===== config.mk =====
export PLATFORM = sky130hd
export DESIGN_NAME = spi_slave_reg_ctrl_flat
export DESIGN_NICKNAME = d
export VERILOG_FILES = /design/src/rtl/spi_slave_reg_ctrl_if.sv /design/src/rtl/spi_slave_reg_ctrl.sv /design/src/flat_wrapper.sv
export SDC_FILE = /design/constraint.sdc
export NUM_CORES = 1
export LEC_CHECK = 0
export CAP_MARGIN = 30
export CORE_MARGIN = 3
export CORE_UTILIZATION = 45
export DETAILED_ROUTE_END_ITERATION = 10
export PLACE_DENSITY = 0.81
export SYNTH_ARGS = -nofsm -noshare
export SYNTH_HDL_FRONTEND = slang
export SYNTH_SLANG_ARGS = --single-unit

===== constraint.sdc =====
create_clock -name sclk -period 3.8 [get_ports sclk]
set_input_delay 0.57 -clock sclk [delete_from_list [all_inputs] [get_ports sclk]]
set_output_delay 0.57 -clock sclk [all_outputs]
set_load 0.01 [all_outputs]

===== src/rtl/spi_slave_reg_ctrl_if.sv =====
// Byte-level signals between the SPI slave RX/TX FIFOs, the local register bank
// and the register-access controller.
interface spi_slave_reg_ctrl_if #(
  parameter int ADDR_W = 7
);
  logic              cs_active_i;
  logic              rx_empty_i;
  logic              rx_rd_o;
  logic [7:0]        rx_data_i;
  logic              tx_full_i;
  logic              tx_wr_o;
  logic [7:0]        tx_data_o;
  logic [ADDR_W-1:0] reg_addr_o;
  logic              reg_we_o;
  logic [7:0]        reg_wdata_o;
  logic              reg_re_o;
  logic [7:0]        reg_rdata_i;
  logic [15:0]       frm_cnt_o;

  modport slave (
    input  cs_active_i, rx_empty_i, rx_data_i, tx_full_i, reg_rdata_i,
    output rx_rd_o, tx_wr_o, tx_data_o, reg_addr_o, reg_we_o, reg_wdata_o,
           reg_re_o, frm_cnt_o
  );

  modport master (
    output cs_active_i, rx_empty_i, rx_data_i, tx_full_i, reg_rdata_i,
    input  rx_rd_o, tx_wr_o, tx_data_o, reg_addr_o, reg_we_o, reg_wdata_o,
           reg_re_o, frm_cnt_o
  );
endinterface


===== src/rtl/spi_slave_reg_ctrl.sv =====
// Turns the SPI slave byte stream into burst register writes/reads: a command
// byte selects direction and start address, following bytes are data or dummies.
module spi_slave_reg_ctrl #(
  parameter int ADDR_W   = 7,
  parameter bit AUTO_INC = 1'b1
) (
  input logic                 sclk,
  input logic                 rst,
  spi_slave_reg_ctrl_if.slave bus
);

  typedef enum logic [3:0] {
    S_IDLE,
    S_CMD,
    S_CMD_LAT,
    S_WR_POP,
    S_WR_LAT,
    S_RD_REQ,
    S_RD_LAT,
    S_RD_PUSH,
    S_RD_DUMMY
  } state_t;

  state_t            state_q, state_d;
  logic [ADDR_W-1:0] addr_q, addr_d;
  logic [ADDR_W-1:0] addr_next;
  logic [7:0]        wdata_q, wdata_d;
  logic [7:0]        tx_data_q, tx_data_d;
  logic [15:0]       frm_cnt_q, frm_cnt_d;
  logic              rx_rd, tx_wr, reg_we, reg_re;
  logic [7:0]        wdata_out;

  assign addr_next = AUTO_INC ? addr_q + ADDR_W'(1) : addr_q;

  // Strobes are Mealy outputs so a pop/push is decided against the same
  // cycle's empty/full flag; everything else is held in flops.
  always_comb begin
    state_d   = state_q;
    addr_d    = addr_q;
    wdata_d   = wdata_q;
    tx_data_d = tx_data_q;
    frm_cnt_d = frm_cnt_q;
    rx_rd     = 1'b0;
    tx_wr     = 1'b0;
    reg_we    = 1'b0;
    reg_re    = 1'b0;
    wdata_out = wdata_q;
    if (state_q != S_IDLE && !bus.cs_active_i) begin
      state_d = S_IDLE;
    end else begin
      unique case (state_q)
        S_IDLE: if (bus.cs_active_i) state_d = S_CMD;
        S_CMD: begin
          if (!bus.rx_empty_i) begin
            rx_rd   = 1'b1;
            state_d = S_CMD_LAT;
          end
        end
        S_CMD_LAT: begin
          addr_d    = bus.rx_data_i[ADDR_W-1:0];
          frm_cnt_d = frm_cnt_q + 16'd1;
          state_d   = bus.rx_data_i[7] ? S_RD_REQ : S_WR_POP;
        end
        S_WR_POP: begin
          if (!bus.rx_empty_i) begin
            rx_rd   = 1'b1;
            state_d = S_WR_LAT;
          end
        end
        S_WR_LAT: begin
          reg_we    = 1'b1;
          wdata_out = bus.rx_data_i;
          wdata_d   = bus.rx_data_i;
          addr_d    = addr_next;
          state_d   = S_WR_POP;
        end
        S_RD_REQ: begin
          reg_re  = 1'b1;
          state_d = S_RD_LAT;
        end
        S_RD_LAT: begin
          tx_data_d = bus.reg_rdata_i;
          state_d   = S_RD_PUSH;
        end
        S_RD_PUSH: begin
          if (!bus.tx_full_i) begin
            tx_wr   = 1'b1;
            state_d = S_RD_DUMMY;
          end
        end
        S_RD_DUMMY: begin
          // The popped dummy byte is never looked at; it only paces the burst.
          if (!bus.rx_empty_i) begin
            rx_rd   = 1'b1;
            addr_d  = addr_next;
            state_d = S_RD_REQ;
          end
        end
        default: state_d = S_IDLE;
      endcase
    end
  end

  always_ff @(posedge sclk or posedge rst) begin
    if (rst) begin
      state_q   <= S_IDLE;
      addr_q    <= '0;
      wdata_q   <= '0;
      tx_data_q <= '0;
      frm_cnt_q <= '0;
    end else begin
      state_q   <= state_d;
      addr_q    <= addr_d;
      wdata_q   <= wdata_d;
      tx_data_q <= tx_data_d;
      frm_cnt_q <= frm_cnt_d;
    end
  end

  assign bus.rx_rd_o     = rx_rd;
  assign bus.tx_wr_o     = tx_wr;
  assign bus.tx_data_o   = tx_data_q;
  assign bus.reg_addr_o  = addr_q;
  assign bus.reg_we_o    = reg_we;
  assign bus.reg_wdata_o = wdata_out;
  assign bus.reg_re_o    = reg_re;
  assign bus.frm_cnt_o   = frm_cnt_q;

endmodule


===== src/flat_wrapper.sv =====
// flat-port wrapper written by rule: the top's interface ports become plain ports
module spi_slave_reg_ctrl_flat 
#(
  parameter int ADDR_W   = 7,
  parameter bit AUTO_INC = 1'b1
)
  (sclk, rst, bus_cs_active_i, bus_rx_empty_i, bus_rx_data_i, bus_tx_full_i, bus_reg_rdata_i, bus_rx_rd_o, bus_tx_wr_o, bus_tx_data_o, bus_reg_addr_o, bus_reg_we_o, bus_reg_wdata_o, bus_reg_re_o, bus_frm_cnt_o);
  spi_slave_reg_ctrl_if #(.ADDR_W(ADDR_W)) bus_i ();
  input logic sclk;
  input logic rst;
  input wire logic [$bits(bus_i.cs_active_i)-1:0] bus_cs_active_i;
  input wire logic [$bits(bus_i.rx_empty_i)-1:0] bus_rx_empty_i;
  input wire logic [$bits(bus_i.rx_data_i)-1:0] bus_rx_data_i;
  input wire logic [$bits(bus_i.tx_full_i)-1:0] bus_tx_full_i;
  input wire logic [$bits(bus_i.reg_rdata_i)-1:0] bus_reg_rdata_i;
  output wire logic [$bits(bus_i.rx_rd_o)-1:0] bus_rx_rd_o;
  output wire logic [$bits(bus_i.tx_wr_o)-1:0] bus_tx_wr_o;
  output wire logic [$bits(bus_i.tx_data_o)-1:0] bus_tx_data_o;
  output wire logic [$bits(bus_i.reg_addr_o)-1:0] bus_reg_addr_o;
  output wire logic [$bits(bus_i.reg_we_o)-1:0] bus_reg_we_o;
  output wire logic [$bits(bus_i.reg_wdata_o)-1:0] bus_reg_wdata_o;
  output wire logic [$bits(bus_i.reg_re_o)-1:0] bus_reg_re_o;
  output wire logic [$bits(bus_i.frm_cnt_o)-1:0] bus_frm_cnt_o;
  assign bus_i.cs_active_i = bus_cs_active_i;
  assign bus_i.rx_empty_i = bus_rx_empty_i;
  assign bus_i.rx_data_i = bus_rx_data_i;
  assign bus_i.tx_full_i = bus_tx_full_i;
  assign bus_i.reg_rdata_i = bus_reg_rdata_i;
  assign bus_rx_rd_o = bus_i.rx_rd_o;
  assign bus_tx_wr_o = bus_i.tx_wr_o;
  assign bus_tx_data_o = bus_i.tx_data_o;
  assign bus_reg_addr_o = bus_i.reg_addr_o;
  assign bus_reg_we_o = bus_i.reg_we_o;
  assign bus_reg_wdata_o = bus_i.reg_wdata_o;
  assign bus_reg_re_o = bus_i.reg_re_o;
  assign bus_frm_cnt_o = bus_i.frm_cnt_o;
  spi_slave_reg_ctrl #(.ADDR_W(ADDR_W), .AUTO_INC(AUTO_INC)) u_core (.sclk(sclk), .rst(rst), .bus(bus_i));
endmodule

==> flow_summary.toml <==
[min_path]
hold_class = "reg2reg"
min_path_cells = 1

[timing]
finalMaxSlewViolations = 0
period_minus_slack_ns = 3.14
layout_setup_ws_ns = 0.659
setup_viol = 0
setup_tns_ns = 0
rsz0062_at_grt = "false"
fin_hold_ws_ns = 0.463
finalClockSkew_ns = 0.00488
tightest_slew_ns = 0.694
slew_headroom = 0.537
hold_viol = 0
fmax_mhz = 318
finalCritPeriodShare = 0.827

[job]
drv_cap = 0

[grt]
grt_pass1_vias = 1547
grt_start_max_net_pins = 27
grt_pass1_wl_microns = 7040
antenna_found_initial = 0
grt.overflow.total = 0
track_usage = 0.161

[power_and_ir_drop]
power.share.clock = 0.253
power_mw = 1.61
switching_power_mw = 0.479
p_per_area_mw_per_mm2 = 542
cellLeakagePower_nw = 1.27
internal-power_mw = 1.13
ir_drop_mv = 0.267
switching_share = 0.297
comb_power_share = 0.328
pwr-share-seq = 0.418

[die]
start_util = 0.484
fp.dieArea_sq_mm = 0.00571
core_sq_mm = 0.00450
fp.dieH_microns = 75.6
die_width_microns = 75.6
fp-row-count = 24
boundaryPins = 64

[placed_design]
dp_slack_ns = 0.652
gp_congestion = 0.805
dpl-instance-area_sq_mm = 0.00284
dpl.hpwl_microns = 3320
port_buffers = 63
dp_cells = 309

[logic_synthesis]
synth_area_per_cell_sq_um = 11.0
synthFlopType = "dfrtp_1"
netlist_area_sq_mm = 0.00218
synth_cell_types = 46
synth-edff-count = 0
synthArstFlopShare = 1.00
synthCells = 199
ys_seq_area_frac = 0.494
ys.warnings.count = 0
synth-seq-cells = 43
syn_nets = 222

[routing]
via_count = 1696
wl_met3_microns = 169
drtPass1Iterations = 4
m1WireLength_microns = 2110
drt_iter0_markers = 63
drt-wirelength-per-cell_microns = 13.9
met2_length_microns = 2080
ant_nets = 0
remaining_drc_errors = 0
viasPerCell = 5.35
top_layer = "met4"
wirelength_microns = 4410

[clock_tree]
cts_tree = "yes"
clk_latency_ns = 0.28
ctsHoldBuffers = 0
htree_levels = 2
cts_made_buffers = 5
cts-root-buf = "clkbuf_8"
path_clk_slew_ns = 0.08
cts_resized = 0
post_cts_buffers = 0
cts.sinks = 43
clockBufferDepth = 2

[setup_path]
reg2reg_from = "u_core.state_q[0]$_DFFE_PP0P_"
cp_num_cells = 5
path_class = "in2out"
crit_slowest_cell = "or3_1"
cp-endpoint = "bus_reg_wdata_o[6]"
crit_path_frequent_cell = "clkdlybuf4s50_1"
worstPathArrival_ns = 2.57
crit_path_max_incr_delay_ns = 0.53
r2r_slack_ns = 1.90
reg2reg_to = "u_core.wdata_q[5]$_DFF_PP0_"
ff2ff_path_depth = 3
timing.critical_path.buf_inv = 2
timing.critical_path.cells = "clkdlybuf4s50_1, nand2b_1, or3_1, mux2_1, clkdlybuf4s50_1"
path_max_fanout = 9
worstSetupEndpointType = "output pin"
cp_data_required_time_ns = 3.23
startpoint = "bus_cs_active_i"
start_kind = "input port"
path_delay_family = "buffers and inverters"

[layout]
areaGrowthSynthToFinish_pct = 36.5
drive_gt1_frac = 0.109
final_common_cell = "clkdlybuf4s50_1"
utilization = 0.661
diodes = 0
fin_cells = 317
nNetsFinal = 287
stdcell_area_sq_mm = 0.00298
final_cell_mix = "63 x clkdlybuf4s50_1, 43 x dfrtp_1, 19 x nand2_1"

[status]
outcome = "finished, final reports clean"
worst min-delay path by stage:
stage | from | to | slack [ns]
6_report | u_core.bus.frm_cnt_o[15]$_DFFE_PP0P_ | u_core.bus.frm_cnt_o[15]$_DFFE_PP0P_ | 0.46
5_1_grt | u_core.bus.frm_cnt_o[15]$_DFFE_PP0P_ | u_core.bus.frm_cnt_o[15]$_DFFE_PP0P_ | 0.51
4_1_cts | u_core.bus.frm_cnt_o[15]$_DFFE_PP0P_ | u_core.bus.frm_cnt_o[15]$_DFFE_PP0P_ | 0.47
3_5_place_dp | u_core.bus.frm_cnt_o[15]$_DFFE_PP0P_ | u_core.bus.frm_cnt_o[15]$_DFFE_PP0P_ | 0.46
3_3_place_gp | u_core.bus.frm_cnt_o[15]$_DFFE_PP0P_ | u_core.bus.frm_cnt_o[15]$_DFFE_PP0P_ | 0.46
2_1_floorplan | u_core.bus.frm_cnt_o[15]$_DFFE_PP0P_ | u_core.bus.frm_cnt_o[15]$_DFFE_PP0P_ | 0.50
per-layer routing:
| metal | GRT usage | up-vias |
|---|---|---|
| met5 | 0 | - |
| met4 | 0.0524 | 0 |
| met3 | 0.0343 | 6 |
| met2 | 0.259 | 45 |
| met1 | 0.217 | 817 |
| li1 | - | 828 |
synthesized netlist by cell type (5+ instances only):
cell type,count,area [sq um]
xnor2_1,7,61.3
mux2i_1,8,80.1
inv_1,8,30.0
mux2_2,12,135
nand2_1,19,71.3
nand3_1,9,45.0
a21oi_1,5,25.0
xor2_1,10,87.6
o21ai_0,5,25.0
mux2_1,5,56.3
dfrtp_1,43,1080
nor2_1,13,48.8
nor3_1,7,35.0
layout make-up:
cell class,count,area [sq um]
repair buffers,65,646
inverters,8,30.0
fillers,367,1530
clock inverters,2,60.1
well taps,52,65.1
clock buffers,6,72.6
multi-input cells,141,1030
flip-flops and latches,43,1080
power groups by stage:
stage	Combinational (mW)	Clock (mW)	Sequential, mW
3_3_place_gp	0.522	0	0.680
4_1_cts	0.537	0.421	0.675
3_5_place_dp	0.534	0	0.685
2_1_floorplan	0.280	0	0.663
5_1_grt	0.578	0.438	0.692
6_report	0.529	0.408	0.674
flip-flops by register name (all words and copies together), names as in the netlist:
name                   cells
u_core.state_q             4
u_core.bus.frm_cnt_o      16
u_core.bus.tx_data_o       8
u_core.wdata_q             8
u_core.bus.reg_addr_o      7
cell families after synthesis:
kind of cell / after synthesis / synth area share
flip-flops: 43 / 0.494
XOR/XNOR: 17 / 0.0683
AND/OR/NAND/NOR: 74 / 0.195
multiplexers: 25 / 0.125
adder cells (fa/ha/maj): 3 / 0.0161
AO/OA/AOI/OAI: 22 / 0.0666
buffers and inverters: 15 / 0.0356
(Power assumes the default switching activity.)
